===== src/rtl/fejkon_pcie_pkg.sv =====
// Shared TLP constants, completion status codes and completer FSM states for
// the fejkon PCIe completion transmitter.
package fejkon_pcie_pkg;

    localparam logic [2:0] FMT_3DW_DATA   = 3'b010;
    localparam logic [2:0] FMT_3DW_NODATA = 3'b000;
    localparam logic [4:0] TYPE_CPL       = 5'b01010;

    typedef enum logic [2:0] {
        CPL_SC = 3'b000,
        CPL_UR = 3'b001,
        CPL_CA = 3'b100
    } cpl_status_e;

    typedef enum logic [1:0] {
        ST_IDLE    = 2'd0,
        ST_RD_REQ  = 2'd1,
        ST_RD_WAIT = 2'd2,
        ST_TX      = 2'd3
    } cpl_state_e;

    // Header DW0 of a single-dword CplD, or of a data-less Cpl when nodata is set.
    function automatic logic [31:0] cpl_dw0(input logic nodata, input logic [2:0] tc,
                                            input logic [1:0] attr);
        logic [2:0] fmt;
        logic [9:0] len;
        fmt = nodata ? FMT_3DW_NODATA : FMT_3DW_DATA;
        len = nodata ? 10'd0 : 10'd1;
        return {fmt, TYPE_CPL, 1'b0, tc, 4'b0000, 2'b00, attr, 2'b00, len};
    endfunction

endpackage


===== src/rtl/fejkon_pcie_cpl_bytecount.sv =====
// Derives the completion byte count and the lower-address byte offset from a
// read request's first-dword byte enables.
module fejkon_pcie_cpl_bytecount (
    input  logic [3:0]  first_be,
    output logic [11:0] byte_count,
    output logic [1:0]  addr_offset
);

    // Byte count spans from the lowest to the highest enabled byte.
    always_comb begin
        byte_count = 12'd1;
        casez (first_be)
            4'b1??1:                   byte_count = 12'd4;
            4'b01?1, 4'b1?10:          byte_count = 12'd3;
            4'b0011, 4'b0110, 4'b1100: byte_count = 12'd2;
            default:                   byte_count = 12'd1;
        endcase
    end

    // Offset of the lowest enabled byte; an empty mask reports offset zero.
    always_comb begin
        addr_offset = 2'd0;
        casez (first_be)
            4'b???1: addr_offset = 2'd0;
            4'b??10: addr_offset = 2'd1;
            4'b?100: addr_offset = 2'd2;
            4'b1000: addr_offset = 2'd3;
            default: addr_offset = 2'd0;
        endcase
    end

endmodule


===== src/rtl/fejkon_pcie_cpl_tx.sv =====
// Serves one memory-read descriptor at a time from BAR0 and returns it as a
// single-beat CplD. Define FEJKON_PCIE_CPL_TIMEOUT_EN for a Completer-Abort timeout.
module fejkon_pcie_cpl_tx
    import fejkon_pcie_pkg::*;
#(
    parameter int          TIMEOUT_CYCLES = 1024,
    parameter logic [15:0] COMPLETER_ID   = 16'h0000
) (
    input  logic         clk,
    input  logic         reset_n,
    input  logic         req_valid,
    output logic         req_ready,
    input  logic [31:0]  req_addr,
    input  logic [3:0]   req_first_be,
    input  logic [15:0]  req_requester_id,
    input  logic [7:0]   req_tag,
    input  logic [2:0]   req_tc,
    input  logic [1:0]   req_attr,
    output logic [31:0]  bar0_mm_address,
    output logic         bar0_mm_read,
    input  logic         bar0_mm_waitrequest,
    input  logic [31:0]  bar0_mm_readdata,
    input  logic         bar0_mm_readdatavalid,
    output logic [255:0] tx_st_data,
    output logic         tx_st_valid,
    input  logic         tx_st_ready,
    output logic         tx_st_startofpacket,
    output logic         tx_st_endofpacket,
    output logic         tx_st_error,
    output logic [1:0]   tx_st_empty
);

    cpl_state_e    state_r;
    cpl_state_e    state_s;
    cpl_status_e   status_s;
    logic          req_ready_r;
    logic          rd_r;
    logic          valid_r;
    logic [255:0]  data_r;
    logic [1:0]    empty_r;
    logic [31:2]   addr_r;
    logic [3:0]    be_r;
    logic [15:0]   rid_r;
    logic [7:0]    tag_r;
    logic [2:0]    tc_r;
    logic [1:0]    attr_r;
    logic          accept_s;
    logic          capture_s;
    logic          timeout_s;
    logic          ca_s;
    logic [11:0]   bc_s;
    logic [1:0]    off_s;
    logic [31:0]   dw0_s;
    logic [31:0]   dw1_s;
    logic [31:0]   dw2_s;
    logic [255:0]  frame_s;
    logic [1:0]    empty_s;
    logic          unused_s;

    assign accept_s = req_valid && req_ready_r;
    assign unused_s = ^req_addr[1:0];

    fejkon_pcie_cpl_bytecount u_bytecount (
        .first_be    (be_r),
        .byte_count  (bc_s),
        .addr_offset (off_s)
    );

`ifdef FEJKON_PCIE_CPL_TIMEOUT_EN
    localparam int CNT_W = (TIMEOUT_CYCLES > 2) ? $clog2(TIMEOUT_CYCLES) : 1;
    logic [CNT_W-1:0] cnt_r;

    // Cycles spent on the current BAR0 read; idle states hold it at zero.
    always_ff @(posedge clk or negedge reset_n) begin
        if (!reset_n) begin
            cnt_r <= {CNT_W{1'b0}};
        end else if (state_r == ST_RD_REQ || state_r == ST_RD_WAIT) begin
            cnt_r <= cnt_r + CNT_W'(1);
        end else begin
            cnt_r <= {CNT_W{1'b0}};
        end
    end

    assign timeout_s = (state_r == ST_RD_REQ || state_r == ST_RD_WAIT) &&
                       (cnt_r == CNT_W'(TIMEOUT_CYCLES - 1));
`else
    logic unused_to_s;
    assign timeout_s   = 1'b0;
    assign unused_to_s = (TIMEOUT_CYCLES != 32'sd0);
`endif

    // Next-state decode; read data only counts once the read has been accepted.
    always_comb begin
        state_s   = state_r;
        capture_s = 1'b0;
        ca_s      = 1'b0;
        case (state_r)
            ST_IDLE: begin
                if (accept_s) state_s = ST_RD_REQ;
                else          state_s = ST_IDLE;
            end
            ST_RD_REQ: begin
                if (!bar0_mm_waitrequest && bar0_mm_readdatavalid) begin
                    capture_s = 1'b1;
                    state_s   = ST_TX;
                end else if (timeout_s) begin
                    ca_s    = 1'b1;
                    state_s = ST_TX;
                end else if (!bar0_mm_waitrequest) begin
                    state_s = ST_RD_WAIT;
                end else begin
                    state_s = ST_RD_REQ;
                end
            end
            ST_RD_WAIT: begin
                if (bar0_mm_readdatavalid) begin
                    capture_s = 1'b1;
                    state_s   = ST_TX;
                end else if (timeout_s) begin
                    ca_s    = 1'b1;
                    state_s = ST_TX;
                end else begin
                    state_s = ST_RD_WAIT;
                end
            end
            ST_TX: begin
                if (tx_st_ready) state_s = ST_IDLE;
                else             state_s = ST_TX;
            end
            default: state_s = ST_IDLE;
        endcase
    end

    // Completion beat: 3DW header, then payload in the dword matching addr[2].
    always_comb begin
        status_s = ca_s ? CPL_CA : CPL_SC;
        dw0_s    = cpl_dw0(ca_s, tc_r, attr_r);
        dw1_s    = {COMPLETER_ID, status_s, 1'b0, bc_s};
        dw2_s    = {rid_r, tag_r, 1'b0, addr_r[6:2], off_s};
        frame_s  = 256'd0;
        frame_s[95:0] = {dw2_s, dw1_s, dw0_s};
        empty_s  = 2'd2;
        if (ca_s) begin
            empty_s = 2'd2;
        end else if (addr_r[2]) begin
            frame_s[127:96] = bar0_mm_readdata;
            empty_s         = 2'd2;
        end else begin
            frame_s[159:128] = bar0_mm_readdata;
            empty_s          = 2'd1;
        end
    end

    // State plus handshake outputs, all registered from the next state.
    always_ff @(posedge clk or negedge reset_n) begin
        if (!reset_n) begin
            state_r     <= ST_IDLE;
            req_ready_r <= 1'b0;
            rd_r        <= 1'b0;
            valid_r     <= 1'b0;
        end else begin
            state_r     <= state_s;
            req_ready_r <= (state_s == ST_IDLE);
            rd_r        <= (state_s == ST_RD_REQ);
            valid_r     <= (state_s == ST_TX);
        end
    end

    // Descriptor fields are captured on acceptance and held for the whole request.
    always_ff @(posedge clk or negedge reset_n) begin
        if (!reset_n) begin
            addr_r <= 30'd0;
            be_r   <= 4'd0;
            rid_r  <= 16'd0;
            tag_r  <= 8'd0;
            tc_r   <= 3'd0;
            attr_r <= 2'd0;
        end else if (accept_s) begin
            addr_r <= req_addr[31:2];
            be_r   <= req_first_be;
            rid_r  <= req_requester_id;
            tag_r  <= req_tag;
            tc_r   <= req_tc;
            attr_r <= req_attr;
        end
    end

    // Beat is frozen on entry to TX and zeroed whenever no beat is offered.
    always_ff @(posedge clk or negedge reset_n) begin
        if (!reset_n) begin
            data_r  <= 256'd0;
            empty_r <= 2'd0;
        end else if (state_s == ST_TX && state_r != ST_TX) begin
            data_r  <= frame_s;
            empty_r <= empty_s;
        end else if (state_s != ST_TX) begin
            data_r  <= 256'd0;
            empty_r <= 2'd0;
        end
    end

    assign req_ready           = req_ready_r;
    assign bar0_mm_read        = rd_r;
    assign bar0_mm_address     = {addr_r, 2'b00};
    assign tx_st_data          = data_r;
    assign tx_st_valid         = valid_r;
    assign tx_st_startofpacket = valid_r;
    assign tx_st_endofpacket   = valid_r;
    assign tx_st_error         = 1'b0;
    assign tx_st_empty         = empty_r;

endmodule


===== config.mk =====
export PLATFORM = sky130hd
export DESIGN_NAME = fejkon_pcie_cpl_tx
export DESIGN_NICKNAME = d
export VERILOG_FILES = /design/src/rtl/fejkon_pcie_pkg.sv /design/src/rtl/fejkon_pcie_cpl_bytecount.sv /design/src/rtl/fejkon_pcie_cpl_tx.sv
export SDC_FILE = /design/constraint.sdc
export NUM_CORES = 1
export LEC_CHECK = 0
export ABC_AREA = 1
export CORE_MARGIN = 10
export CORE_UTILIZATION = 39
export DETAILED_ROUTE_END_ITERATION = 16
export PLACE_DENSITY = 0.78
export SYNTH_ARGS = -nofsm -noshare
export SYNTH_HDL_FRONTEND = slang
export SYNTH_HIERARCHICAL = 1
export SYNTH_SLANG_ARGS = --single-unit
export TNS_END_PERCENT = 30

===== constraint.sdc =====
create_clock -name clk -period 1.5 [get_ports clk]
set_input_delay 0.15 -clock clk [delete_from_list [all_inputs] [get_ports clk]]
set_output_delay 0.15 -clock clk [all_outputs]
set_load 0.1 [all_outputs]

==> results of run 1 <==
-- synthesized netlist by cell type (3+ instances only) --
library cell / n
sky130_fd_sc_hd__mux2_1: 62
sky130_fd_sc_hd__inv_2: 3
sky130_fd_sc_hd__a21oi_1: 5
sky130_fd_sc_hd__buf_4: 169
sky130_fd_sc_hd__dfrtp_1: 182
sky130_fd_sc_hd__nand4_1: 113
sky130_fd_sc_hd__buf_2: 24
sky130_fd_sc_hd__clkbuf_1: 27
sky130_fd_sc_hd__nor2_1: 46
sky130_fd_sc_hd__clkinv_1: 15
sky130_fd_sc_hd__buf_1: 4
sky130_fd_sc_hd__inv_1: 58
sky130_fd_sc_hd__nand2_1: 270
-- path summary, 6_finish.rpt --
kind,endpoint,cells past startpoint,start,slack [ns]
min in group clk,addr_r[15],2,req_addr[15],0.30
worst max-delay path,tx_st_data[92],8,req_ready,-0.02
worst min-delay path,addr_r[21],2,reset_n,0.25
max in group asynchronous,tx_st_data[114],3,reset_n,0.65
worst max register to register,tx_st_data[92],8,req_ready,-0.02
worst min register to register,rid_r[11],1,rid_r[11],0.50
-- layout make-up --
type                    count  area [µm²]  share of cell area [%]
diodes                      3        7.51                  0.0532
clock buffers              17         425                    3.02
clock inverters            15         214                    1.52
inverters                  76         288                    2.04
multi-input cells         658        3350                    23.8
flip-flops and latches    182        4560                    32.4
well taps                 285         357                    2.53
repair buffers            303        4900                    34.7
-- cell families after synthesis --
kind of cell	after synthesis	share of synthesized area, %
simple gates	436	21.5
buf+inv	301	19.9
flops	182	50.3
mux	62	7.72
compound gates	7	0.415
other cells	2	0.0830
-- worst max-delay path: cells and delay by family, from the launching register on --
family                 cells  cell delay (ns)
buffers and inverters      2             0.35
DFF                        1             0.50
and+or+nand+nor            6             0.56
-- stage by stage --
stage | setup TNS [ns] | setup slack (ns) | hold WS (ns) | util (%) | cell area, µm²
2_1_floorplan | -1.38 | -0.0238 | -0.146 | - | 9640
3_3_place_gp | -3.33 | -0.0857 | 0.153 | 57.0 | 12900
3_5_place_dp | -6.44 | -0.110 | 0.155 | 57.0 | 12900
4_1_cts | -0.00436 | -0.00436 | 0.253 | 60.4 | 13700
5_1_grt | -3.29 | -0.0669 | 0.265 | 62.1 | 14100
6_report | -0.0329 | -0.0162 | 0.252 | 62.1 | 14100
-- registers in the layout, indices dropped and copies added (netlist names) --
| signal | flops |
|---|---|
| addr_r | 30 |
| attr_r | 2 |
| bar0_mm_read | 1 |
| be_r | 4 |
| req_ready | 1 |
| rid_r | 16 |
| state_r | 2 |
| tag_r | 8 |
| tc_r | 3 |
| tx_st_data | 113 |
| tx_st_empty | 1 |
| tx_st_endofpacket | 1 |
-- per-layer routing --
| layer | wire, µm | vias up | GRT usage [%] |
|---|---|---|---|
| met5 | 0 | - | 0 |
| met2 | 16400 | 360 | 33.4 |
| met1 | 11000 | 3636 | 20.1 |
| met4 | 500 | 0 | 6.52 |
| li1 | - | 3368 | - |
| met3 | 2980 | 30 | 5.81 |
-- timing repair --
| action | CTS | global route |
|---|---|---|
| hold buffers | 1 | 0 |
| endpoints found under the hold margin | 38 | 0 |
| cloned | 3 | 12 |
| setup buffers | 2 | 4 |
| setup endpoints to repair | 11 | 120 |
| resized for setup | 2 | 28 |
| pin swaps | 1 | 6 |
==> flow_results.xml, run 1 <==
<?xml version="1.0" encoding="UTF-8"?>
<metrics>
  <group name="status">
    <metric name="run_status" unit="">complete, but fails checks</metric>
    <metric name="violations_in_the_final_reports" unit="">negative setup slack</metric>
  </group>
  <group name="route">
    <metric name="route.detailed.vias_per_inst" unit="">4.80</metric>
    <metric name="route.final.wire_length" unit="µm">30900</metric>
    <metric name="route.vias.total" unit="">7394</metric>
    <metric name="wire_per_inst" unit="µm">20.1</metric>
    <metric name="initial_detailed_routing_violation_count" unit="">489</metric>
    <metric name="drt_pre_antenna_iters" unit="">5</metric>
    <metric name="final_antenna_net_count" unit="">0</metric>
    <metric name="route.detailed.drc" unit="">0</metric>
  </group>
  <group name="cts">
    <metric name="tritoncts_num_sinks" unit="">182</metric>
    <metric name="cts_clk_pin_slew_worst_paths" unit="ns">0.08</metric>
    <metric name="clk_latency" unit="ns">0.43</metric>
    <metric name="cts-htree-levels" unit="">4</metric>
    <metric name="cts-buffers-inserted" unit="">17</metric>
    <metric name="ctsLongestPathBuffers" unit="">2</metric>
    <metric name="cts_tree" unit="">built</metric>
    <metric name="clock_tree.root_cell" unit="">sky130_fd_sc_hd__clkbuf_16</metric>
  </group>
  <group name="finish">
    <metric name="mostFrequentLayoutCell" unit="">sky130_fd_sc_hd__nand2_1</metric>
    <metric name="num-nets-final" unit="">1341</metric>
    <metric name="final.fill_count" unit="">1721</metric>
    <metric name="post_route_cells_drive_above_1_share" unit="%">20.9</metric>
    <metric name="area.growth.synth_to_final" unit="%">55.8</metric>
    <metric name="layout_common_cells" unit="">sky130_fd_sc_hd__nand2_1 (266), sky130_fd_sc_hd__dfrtp_1 (177), sky130_fd_sc_hd__buf_12 (169)</metric>
    <metric name="finalNonFillerCells" unit="">1539</metric>
  </group>
  <group name="floorplanning">
    <metric name="die_width" unit="µm">172</metric>
    <metric name="fp.coreArea" unit="µm²">22700</metric>
    <metric name="initial_core_util" unit="%">39.8</metric>
    <metric name="rows" unit="">55</metric>
    <metric name="fp.dieH" unit="µm">172</metric>
    <metric name="die_area" unit="µm²">29700</metric>
    <metric name="pin_count" unit="">399</metric>
  </group>
  <group name="worst_setup_path">
    <metric name="timing.setup.critical_path_class" unit="">flip-flop to flip-flop</metric>
    <metric name="path_cells" unit="">nand2_4 &gt; nor2_4 &gt; nor2_4 &gt; buf_12 &gt; nand2_8 &gt; clkbuf_16 &gt; nand4_1 &gt; nand2_1</metric>
    <metric name="worst_ep_arrival_time" unit="ns">1.83</metric>
    <metric name="timing.critical_path.fanout_max" unit="">12</metric>
    <metric name="crit_path_end_kind" unit="">flip-flop</metric>
    <metric name="cp_slowest_stage_delay" unit="ns">0.50</metric>
    <metric name="timing.critical_path.slowest_stage_cell" unit="">sky130_fd_sc_hd__dfrtp_4</metric>
    <metric name="startpoint_type" unit="">flip-flop</metric>
    <metric name="required" unit="ns">1.81</metric>
    <metric name="critical_path.most_common_cell" unit="">sky130_fd_sc_hd__nor2_4</metric>
  </group>
  <group name="synthesis">
    <metric name="synthTopCellsByArea" unit="">sky130_fd_sc_hd__dfrtp_1 (50%), sky130_fd_sc_hd__buf_4 (14%), sky130_fd_sc_hd__nand2_1 (11%), sky130_fd_sc_hd__nand4_1 (7.8%), sky130_fd_sc_hd__mux2_1 (7.7%)</metric>
    <metric name="postSynthAreaPerCell" unit="µm²">9.14</metric>
    <metric name="number_of_distinct_library_cells_after_synthesis" unit="">23</metric>
    <metric name="yosysTopAreaCell" unit="">sky130_fd_sc_hd__dfrtp_1</metric>
    <metric name="async_reset_ff_share" unit="%">100</metric>
    <metric name="ys_seq_area_share" unit="%">50.3</metric>
    <metric name="synth_enable_flop_cells" unit="">0</metric>
    <metric name="syn_inst" unit="">990</metric>
    <metric name="synth_top_cell_area_share" unit="%">50.3</metric>
    <metric name="yosys_register_bits" unit="">182</metric>
    <metric name="post_synth_instance_area" unit="µm²">9050</metric>
    <metric name="dominantRegCellSynth" unit="">sky130_fd_sc_hd__dfrtp_1</metric>
    <metric name="synth_warnings" unit="">6</metric>
  </group>
  <group name="flow_run">
    <metric name="drv_cap" unit="">0</metric>
  </group>
  <group name="sta">
    <metric name="max_freq" unit="GHz">0.660</metric>
    <metric name="timing.final.hold_violations" unit="">0</metric>
    <metric name="slew_violations" unit="">0</metric>
    <metric name="rsz_0062_raised_after_global_routing" unit="">yes</metric>
    <metric name="fin_crit" unit="ns">1.52</metric>
    <metric name="skew" unit="ns">0.0134</metric>
    <metric name="finalCritPeriodShare" unit="%">101</metric>
    <metric name="setup_slack" unit="ns">-0.0162</metric>
    <metric name="endpoints_failing_setup" unit="">3</metric>
  </group>
  <group name="grt">
    <metric name="antenna_violations_before_repair" unit="">3</metric>
    <metric name="grt_first_pass_wirelength" unit="µm">42700</metric>
    <metric name="globalRouteOverflowTotal" unit="">0</metric>
    <metric name="grt_start_max_net_pins" unit="">59</metric>
    <metric name="grt_pass1_vias" unit="">7451</metric>
    <metric name="grt_total_usage" unit="%">18.6</metric>
  </group>
  <group name="placed_design">
    <metric name="dpl.cell_count" unit="">1482</metric>
    <metric name="port-buffer-count" unit="">253</metric>
    <metric name="post-dp-hpwl" unit="µm">20400</metric>
    <metric name="place.gp.congestion" unit="">0.820</metric>
  </group>
  <group name="worst_hold_path">
    <metric name="min-delay-path-class" unit="">primary input to asynchronous set/reset pin</metric>
  </group>
</metrics>
Power of run 1 is left out: the tool's default activity adds up to more than one toggle a clock period on the data nets, which glitch-free logic cannot reach.
==> run 2: changes to the inputs <==
--- a/config.mk
+++ b/config.mk
@@ -10,6 +10,7 @@
 export CORE_UTILIZATION = 39
 export DETAILED_ROUTE_END_ITERATION = 16
 export PLACE_DENSITY = 0.78
+export SKIP_CTS_REPAIR_TIMING = 1
 export SYNTH_ARGS = -nofsm -noshare
 export SYNTH_HDL_FRONTEND = slang
 export SYNTH_HIERARCHICAL = 1
==> run 2 against run 1 <==
The flow still finishes with violations (negative setup slack). Critical endpoint is now tx_st_data[64]. Final cell count grew 0.32%. Register-to-register slack worse by 0.04 ns. Die area unchanged. First-iteration DRC count down 3.3%. Highest routed layer unchanged. Cell area unchanged. Fmax down 2.7%. Routed wire length decreased by 2.7%.
==> flow_results.xml, run 2 (synthesis gave the netlist of run 1 again) <==
<?xml version="1.0" encoding="UTF-8"?>
<metrics>
  <group name="status">
    <metric name="run_status" unit="">complete, but fails checks</metric>
    <metric name="violations_in_the_final_reports" unit="">negative setup slack</metric>
  </group>
  <group name="worst_setup_path">
    <metric name="crit_path_end_kind" unit="">flip-flop</metric>
    <metric name="timing.setup.critical_path_class" unit="">flip-flop to flip-flop</metric>
    <metric name="worst_r2r_startpoint" unit="">req_ready</metric>
    <metric name="startpoint_type" unit="">flip-flop</metric>
    <metric name="timing.critical_path.fanout_max" unit="">6</metric>
    <metric name="setup.reg_to_reg.worst_slack" unit="ns">-0.06</metric>
    <metric name="required" unit="ns">1.82</metric>
    <metric name="reg2reg_path_depth" unit="">9</metric>
    <metric name="reg_to_reg_critical_path_endpoint" unit="">tx_st_data[64]</metric>
    <metric name="worst_ep_arrival_time" unit="ns">1.87</metric>
  </group>
  <group name="finish">
    <metric name="final_core_occ" unit="%">62.1</metric>
    <metric name="post_route_cells_drive_above_1_share" unit="%">20.7</metric>
    <metric name="sequential_cell_area" unit="µm²">4560</metric>
    <metric name="area.growth.synth_to_final" unit="%">55.8</metric>
    <metric name="largest_reg_flops" unit="">113</metric>
    <metric name="mostFrequentLayoutCell" unit="">sky130_fd_sc_hd__nand2_1</metric>
    <metric name="final.fill_count" unit="">1719</metric>
    <metric name="multiInputGateArea" unit="µm²">3330</metric>
    <metric name="num-nets-final" unit="">1345</metric>
    <metric name="layout_common_cells" unit="">sky130_fd_sc_hd__nand2_1 (267), sky130_fd_sc_hd__dfrtp_1 (178), sky130_fd_sc_hd__buf_12 (173)</metric>
  </group>
  <group name="route">
    <metric name="route.final.wire_length" unit="µm">30100</metric>
    <metric name="drt_pre_antenna_iters" unit="">5</metric>
    <metric name="route.detailed.vias_per_inst" unit="">4.76</metric>
    <metric name="wire_per_inst" unit="µm">19.5</metric>
    <metric name="final_antenna_net_count" unit="">0</metric>
    <metric name="route.vias.total" unit="">7346</metric>
    <metric name="initial_detailed_routing_violation_count" unit="">473</metric>
    <metric name="route.detailed.drc" unit="">0</metric>
  </group>
  <group name="floorplanning">
    <metric name="die_area" unit="µm²">29700</metric>
    <metric name="die_width" unit="µm">172</metric>
    <metric name="fp.dieH" unit="µm">172</metric>
    <metric name="fp.coreArea" unit="µm²">22700</metric>
    <metric name="rows" unit="">55</metric>
    <metric name="pin_count" unit="">399</metric>
    <metric name="initial_core_util" unit="%">39.8</metric>
  </group>
  <group name="placed_design">
    <metric name="place.gp.congestion" unit="">0.820</metric>
    <metric name="post-dp-hpwl" unit="µm">20400</metric>
    <metric name="port-buffer-count" unit="">253</metric>
  </group>
  <group name="cts">
    <metric name="ctsLongestPathBuffers" unit="">2</metric>
    <metric name="cts-buffers-inserted" unit="">17</metric>
    <metric name="clk_latency" unit="ns">0.43</metric>
    <metric name="cts_clk_pin_slew_worst_paths" unit="ns">0.08</metric>
    <metric name="clock_tree.root_cell" unit="">sky130_fd_sc_hd__clkbuf_16</metric>
    <metric name="tritoncts_num_sinks" unit="">182</metric>
    <metric name="cts-htree-levels" unit="">4</metric>
    <metric name="cts_tree" unit="">built</metric>
  </group>
  <group name="sta">
    <metric name="finalCritPeriodShare" unit="%">104</metric>
    <metric name="timing.final.hold_violations" unit="">0</metric>
    <metric name="rsz_0062_raised_after_global_routing" unit="">yes</metric>
    <metric name="max_freq" unit="GHz">0.642</metric>
    <metric name="fin_crit" unit="ns">1.56</metric>
    <metric name="skew" unit="ns">0.0137</metric>
    <metric name="slew_violations" unit="">0</metric>
    <metric name="setup_slack" unit="ns">-0.0581</metric>
    <metric name="endpoints_failing_setup" unit="">78</metric>
  </group>
  <group name="flow_run">
    <metric name="drv_cap" unit="">0</metric>
  </group>
  <group name="grt">
    <metric name="grt_start_max_net_pins" unit="">66</metric>
    <metric name="grt_total_usage" unit="%">17.8</metric>
    <metric name="grt_pass1_vias" unit="">7260</metric>
    <metric name="globalRouteOverflowTotal" unit="">0</metric>
    <metric name="grt_first_pass_wirelength" unit="µm">41200</metric>
    <metric name="antenna_violations_before_repair" unit="">4</metric>
  </group>
  <group name="worst_hold_path">
    <metric name="min-delay-path-class" unit="">primary input to asynchronous set/reset pin</metric>
  </group>
</metrics>
==> run 2: metrics by stage <==
| step | area, µm² | setup TNS, ns | hold slack (ns) | worst slack [ns] | instances |
|---|---|---|---|---|---|
| after global routing | 14100 | -7.73 | 0.264 | -0.127 | 1544 |
| after CTS | 13600 | -0.209 | -0.315 | -0.0433 | 1514 |
| final | 14100 | -1.60 | 0.247 | -0.0581 | 1544 |
| after global placement | 12900 | -3.33 | 0.153 | -0.0857 | 1482 |
| after floorplan | 9640 | -1.38 | -0.146 | -0.0238 | 1140 |
| after detailed placement | 12900 | -6.44 | 0.155 | -0.110 | 1482 |
==> run 2: how the worst max path moves through the flow <==
| stage | start | cells past startpoint | slack, ns | to |
|---|---|---|---|---|
| finish | req_ready | 9 | -0.06 | tx_st_data[64] |
| detailed placement | tx_st_ready | 7 | -0.11 | tx_st_data[157] |
| global route | state_r[1] | 9 | -0.13 | tx_st_data[86] |
| floorplan | req_ready | 4 | -0.02 | addr_r[11] |
| CTS | addr_r[2] | 2 | -0.04 | bar0_mm_address[2] |
| global placement | req_valid | 8 | -0.09 | tx_st_data[30] |
==> run 2: worst max-delay path: stages, from the launching register on <==
cell	delay [ns]
sky130_fd_sc_hd__dfrtp_4	0.50
sky130_fd_sc_hd__nand2_4	0.12
sky130_fd_sc_hd__nor2_4	0.05
sky130_fd_sc_hd__nor2_4	0.12
sky130_fd_sc_hd__buf_12	0.13
sky130_fd_sc_hd__nand2_8	0.08
sky130_fd_sc_hd__buf_12	0.15
sky130_fd_sc_hd__clkbuf_16	0.16
sky130_fd_sc_hd__nand4_1	0.06
sky130_fd_sc_hd__nand2_1	0.07
==> run 2: area by class of cell <==
| cell class | count | area share, % |
|---|---|---|
| diodes | 4 | 0.0710 |
| clock buffers | 17 | 3.02 |
| clock inverters | 15 | 1.52 |
| inverters | 76 | 2.02 |
| multi-input cells | 658 | 23.6 |
| flip-flops and latches | 182 | 32.3 |
| well taps | 285 | 2.53 |
| repair buffers | 307 | 34.9 |
==> run 2: metal layers <==
metal	wire length, µm	up-vias	global-route usage (%)
met1	10600	3594	19.2
li1	-	3366	-
met5	0	-	0
met4	523	0	6.00
met2	16000	347	32.0
met3	2900	39	5.81
Power of run 2 is left out for the same reason.
